**config.mk**
```make
export PLATFORM = sky130hd
export DESIGN_NAME = piso_tx_flat
export DESIGN_NICKNAME = d
export VERILOG_FILES = /design/src/rtl/piso_tx_if.sv /design/src/rtl/piso_tx.sv /design/src/flat_wrapper.sv
export SDC_FILE = /design/constraint.sdc
export NUM_CORES = 1
export LEC_CHECK = 0
export ABC_AREA = 1
export ABC_CLOCK_PERIOD_IN_PS = 2900
export BUFFER_PORTS_ARGS = -buffer_cell sky130_fd_sc_hd__buf_2
export CAP_MARGIN = 20
export CORE_MARGIN = 2
export CORE_UTILIZATION = 23
export CTS_CLUSTER_SIZE = 10
export DETAILED_ROUTE_END_ITERATION = 8
export PLACE_DENSITY = 0.41
export SLEW_MARGIN = 20
export SYNTH_ARGS = -nofsm -noshare
export SYNTH_HDL_FRONTEND = slang
export SYNTH_SLANG_ARGS = --single-unit
```
**constraint.sdc**
```tcl
create_clock -name clk -period 2.9 [get_ports clk]
set_input_delay 0.725 -clock clk [delete_from_list [all_inputs] [get_ports clk]]
set_output_delay 0.725 -clock clk [all_outputs]
set_load 0.03 [all_outputs]
```
**src/rtl/piso_tx_if.sv**
```systemverilog
// piso_tx_if: handshake and serial-side signals of the piso_tx transmitter.
//   din        parallel word offered to the transmitter
//   din_valid  din holds a word to send
//   din_ready  transmitter can take a word this cycle
//   sout       serial data, LSB first
//   sout_valid sout carries a frame bit
//   busy       transmitter is shifting a word
//   done       last bit of a word is on sout
// master: word producer / serial consumer side; slave: the transmitter.
interface piso_tx_if #(
   parameter int WIDTH = 4
);
   logic [WIDTH-1:0] din;
   logic             din_valid;
   logic             din_ready;
   logic             sout;
   logic             sout_valid;
   logic             busy;
   logic             done;

   modport master (
      output din, din_valid,
      input  din_ready, sout, sout_valid, busy, done
   );

   modport slave (
      input  din, din_valid,
      output din_ready, sout, sout_valid, busy, done
   );
endinterface

```
**src/rtl/piso_tx.sv**
```systemverilog
// piso_tx: parallel-in serial-out transmitter. Takes a WIDTH-bit word over a
// valid/ready handshake and shifts it out LSB first, one bit per clock, with
// a one-cycle done strobe on the last bit. A word offered on the last-bit
// cycle is accepted directly, so back-to-back words stream with no gap.
// Ports:
//   clk  sole clock, rising edge
//   rst  asynchronous reset, active low
//   bus  piso_tx_if slave modport (din/din_valid/din_ready,
//        sout/sout_valid/busy/done)
module piso_tx #(
   parameter int WIDTH = 4
) (
   input  logic       clk,
   input  logic       rst,
   piso_tx_if.slave   bus
);
   localparam int CW = (WIDTH > 2) ? $clog2(WIDTH) : 1;

   typedef enum logic {IDLE, SHIFT} state_t;

   state_t            state, state_nx;
   logic [WIDTH-1:0]  shreg;
   logic [CW-1:0]     cnt;
   logic              last_bit;
   logic              accept;

   assign last_bit = (state == SHIFT) && (cnt == CW'(WIDTH - 1));
   // rst gates ready so nothing is offered while reset is held
   assign accept   = bus.din_valid && bus.din_ready;

   // state register and datapath
   always_ff @(posedge clk or negedge rst) begin
      if (!rst) begin
         state <= IDLE;
         shreg <= '0;
         cnt   <= '0;
      end else begin
         state <= state_nx;
         if (accept) begin
            shreg <= bus.din;
            cnt   <= '0;
         end else if (state == SHIFT) begin
            shreg <= {1'b0, shreg[WIDTH-1:1]};
            cnt   <= last_bit ? '0 : cnt + CW'(1);
         end
      end
   end

   // next state
   always_comb begin
      state_nx = state;
      case (state)
         IDLE:    if (accept) state_nx = SHIFT;
         SHIFT:   if (last_bit && !accept) state_nx = IDLE;
         default: state_nx = IDLE;
      endcase
   end

   // outputs
   always_comb begin
      bus.din_ready  = rst && ((state == IDLE) || last_bit);
      bus.sout       = 1'b0;
      bus.sout_valid = 1'b0;
      bus.busy       = 1'b0;
      bus.done       = last_bit;
      if (state == SHIFT) begin
         bus.sout       = shreg[0];
         bus.sout_valid = 1'b1;
         bus.busy       = 1'b1;
      end
   end
endmodule

```
**src/flat_wrapper.sv**
```systemverilog
// flat-port wrapper written by rule: the top's interface ports become plain ports
module piso_tx_flat 
#(
   parameter int WIDTH = 4
)
  (clk, rst, bus_din, bus_din_valid, bus_din_ready, bus_sout, bus_sout_valid, bus_busy, bus_done);
  piso_tx_if #(.WIDTH(WIDTH)) bus_i ();
  input  logic clk;
  input  logic rst;
  input wire logic [$bits(bus_i.din)-1:0] bus_din;
  input wire logic [$bits(bus_i.din_valid)-1:0] bus_din_valid;
  output wire logic [$bits(bus_i.din_ready)-1:0] bus_din_ready;
  output wire logic [$bits(bus_i.sout)-1:0] bus_sout;
  output wire logic [$bits(bus_i.sout_valid)-1:0] bus_sout_valid;
  output wire logic [$bits(bus_i.busy)-1:0] bus_busy;
  output wire logic [$bits(bus_i.done)-1:0] bus_done;
  assign bus_i.din = bus_din;
  assign bus_i.din_valid = bus_din_valid;
  assign bus_din_ready = bus_i.din_ready;
  assign bus_sout = bus_i.sout;
  assign bus_sout_valid = bus_i.sout_valid;
  assign bus_busy = bus_i.busy;
  assign bus_done = bus_i.done;
  piso_tx #(.WIDTH(WIDTH)) u_core (.clk(clk), .rst(rst), .bus(bus_i));
endmodule
```
Word-level counts from Yosys, hierarchy flattened. Cells that the tools add are included.

Register bits: 7. Bits in latches: 0. Bits in writable memories: 0. Bits in read-only memories: 0. Input bits: 7. Output and inout port bits: 5. Memories kept: 0.

Add/sub/neg operators: 1. Multipliers: 0. Div/mod/pow operators: 0. $lt $le $gt $ge: 0. Eq/ne operators: 1. Shift operators: 0. Multiplexer cells: 10. Bitwise gates (word level): 1. Reduce and logical (&&, ||, !) cells: 7.

Operator list (count): two-way mux 4 bit (2); two-way mux 2 bit (3); logical AND 1 bit (4); two-way mux 1 bit (4); adder 2 x 1 -> 2 bit, second input constant (1); equality test 2 bit, second input constant (1); one-hot mux 1 bit (2 select lines) (1); nonzero test 2 bit (1); logical NOT 1 bit (1); logical OR 1 bit (1); NOT 1 bit (1).

Longest topological paths before layout.
Word-level depth: 9. Gate-level depth with buffers: 7. Mapped depth without buffers: 7.

Least setup slack after synthesis. No wires, ideal clock.

Path kind: input to output. Start: in rst. End: out bus_din_ready. Arrival time: 1.225 ns. Data required time: 2.175 ns. Setup slack: 0.950 ns. Stages: 1. Path through: a21boi_1.

Cells in the longest elaborated chain, start to end: 1.

RTL lines: from (decl) (line flat_wrapper.sv:9) `input logic rst;`; logical AND 1 bit (line piso_tx.sv:61) `bus.din_ready = rst && ((state == IDLE) || last_bit);`; to (decl) (line flat_wrapper.sv:12) `output wire logic [$bits(bus_i.din_ready)-1:0] bus_din_ready;`.

No other way between the ends.

Final worst setup path. Ends and elaborated chain as after synthesis.

==> impl_metrics.toml <==
[clock_network]
clock_latency_ns = 0.25
cts_tree = "built"
h-tree-depth = 1
post_cts_buffers = 0
root_buffer = "clkbuf_4"
cts.repair.resized = 0
clk_transition_reported_paths_ns = 0.05
clk_path_buf_depth = 2
ctsHoldBuffers = 0
numCtsBuffers = 3
cts.sinks = 7

[sta]
drv_slew = 0
fin_skew_ns = 0.00589
fin_crit_sh_pct = 73.2
finalSetupViolations = 0
fmax_ghz = 0.471
period_minus_slack_ns = 2.12
worst_pin_slew_ns = 0.518
hold_violations = 0
rsz0062_at_grt = "no"
tns_ns = 0
slew_headroom_pct = 65.5

[pwr]
p_int_uw = 278
p_switching_uw = 245
finalPower_uw = 523
p_per_area_nw_per_um2 = 1060
p_clk_share_pct = 16.7
comb_power_share_pct = 46.6
p_seq_share_pct = 36.7
leakagePower_uw = 0.000286
swShare_pct = 46.8
ir_drop_v = 0.000360

[logic_synthesis]
yosysSeqAreaShare_pct = 42.9
synth_cell_type_count = 15
synth_nets = 58
syn_area_um2 = 408
ys_ff_latch = 7
synthCells = 50
yosys_warnings = 0
syn_area_per_cell_um2 = 8.16

[floorplan]
initial_core_util_pct = 24.1
dieWidth_um = 46.1
placementRows = 15
pin_count = 12
die-area_um2 = 2130
coreArea_um2 = 1690
die_h_um = 46.1

[finish]
fillers = 199
syn_to_final_growth_pct = 20.6
nets = 72
final_cell_mix = "nand2_1, buf_2, inv_1, dfrtp_1"
final_util_pct = 29.1
drive_gt1_share_pct = 28.6
antennaDiodeCount = 0
final_common_cell = "nand2_1"

[global_route]
antenna_found_initial = 0
grt_remaining_overflow = 0
grt_pass1_wl_mm = 1.27
grt_pass1_vias = 277
grt_max_degree = 14
grt.total_usage_pct = 9.03

[detailed_routing]
ant_nets = 0
vias_per_cell = 4.20
routedWlPerCell_um = 9.39
num_vias = 336
first_pass_iters = 3
drt-initial-drc-count = 1
drc = 0
drt_wl_total_um = 751

[place]
place_hpwl_um = 546
portBuffers = 11
gp_congestion = 0.682

[worst_setup_path]
slowest_delay_ns = 0.27
cp_common_cell = "buf_2"
cp.required_ns = 2.17
worstPathMaxFanout = 13
path_cells = "buf_2, a21boi_1, buf_2"
path_delay_family = "buffers and inverters"
crit_type = "primary input to primary output"
critPathSlowestCell = "buf_2"
start_kind = "primary input"
critPathBufInv = 2
endpoint_kind = "primary output"
arrival_ns = 1.40

[status]
status = "completed"

[hold_path]
hold_path_class = "primary input to async pin"

[flow_run]
cap_violations = 0
-- area by class of cell --
class / instances / area, um^2 / share of cell area (%)
Tap cell: 17 / 21.3 / 4.33
Sequential cell: 7 / 175 / 35.6
Clock buffer: 4 / 26.3 / 5.34
Inverter: 9 / 33.8 / 6.87
Timing Repair Buffer: 11 / 55.1 / 11.2
Multi-Input combinational cell: 32 / 180 / 36.6
-- registers in the layout, indices dropped and copies added (netlist names) --
signal,count
u_core.state,1
u_core.cnt,2
u_core.shreg,4
-- power by group through the flow --
stage                     Clock (uW)  Combinational [uW]  Sequential [uW]
final                           87.3                 243              192
after CTS                       90.9                 248              192
after global routing             101                 276              198
after detailed placement           0                 247              194
after floorplan                    0                 221              178
after global placement             0                 246              193
-- layer usage --
layer	global-route usage (%)	part of all wire [%]
met5	0	0
met2	10.6	40
met4	1.71	0
met3	7.06	7.3
met1	12.8	52
-- final timing paths --
path,cells after the start,start,end,slack (ns)
max in group asynchronous,1,rst,u_core.shreg[3]$_DFFE_PN0P_,2.32
hold / removal,1,rst,u_core.shreg[0]$_DFFE_PN0P_,0.35
setup / recovery,3,rst,bus_din_ready,0.78
min in group clk,2,u_core.shreg[2]$_DFFE_PN0P_,u_core.shreg[2]$_DFFE_PN0P_,0.48
setup reg to reg,7,u_core.cnt[0]$_DFFE_PN0P_,u_core.shreg[1]$_DFFE_PN0P_,1.72
hold reg to reg,2,u_core.shreg[2]$_DFFE_PN0P_,u_core.shreg[2]$_DFFE_PN0P_,0.48
-- cell usage after synthesis --
| library cell | n | area, um^2 |
|---|---|---|
| a21boi_1 | 1 | 7.51 |
| a21oi_2 | 1 | 8.76 |
| buf_4 | 1 | 7.51 |
| buf_6 | 1 | 11.3 |
| dfrtp_1 | 7 | 175 |
| ha_1 | 1 | 12.5 |
| inv_1 | 8 | 30.0 |
| inv_2 | 1 | 3.75 |
| nand2_1 | 20 | 75.1 |
| nand2_8 | 1 | 20.0 |
| nand3_1 | 1 | 5.00 |
| nand3_4 | 1 | 17.5 |
| nand4_1 | 3 | 18.8 |
| o21ai_0 | 1 | 5.00 |
| o21ai_1 | 2 | 10.0 |
-- cells by family after synthesis --
| logic type | synth area share, % |
|---|---|
| simple gates | 33.4 |
| buf+inv | 12.9 |
| flops | 42.9 |
| compound gates | 7.67 |
| fa+ha+maj | 3.07 |
-- per-stage QoR --
step	setup slack, ns	instances	cell area [um^2]	hold WS (ns)
finish	0.778	80	492	0.351
global route	0.710	80	492	0.347
CTS	0.763	80	492	0.353
detailed placement	0.763	76	465	0.470
global placement	0.775	76	465	0.469
floorplan	0.950	50	408	0.429
(Power assumes the default switching activity.)
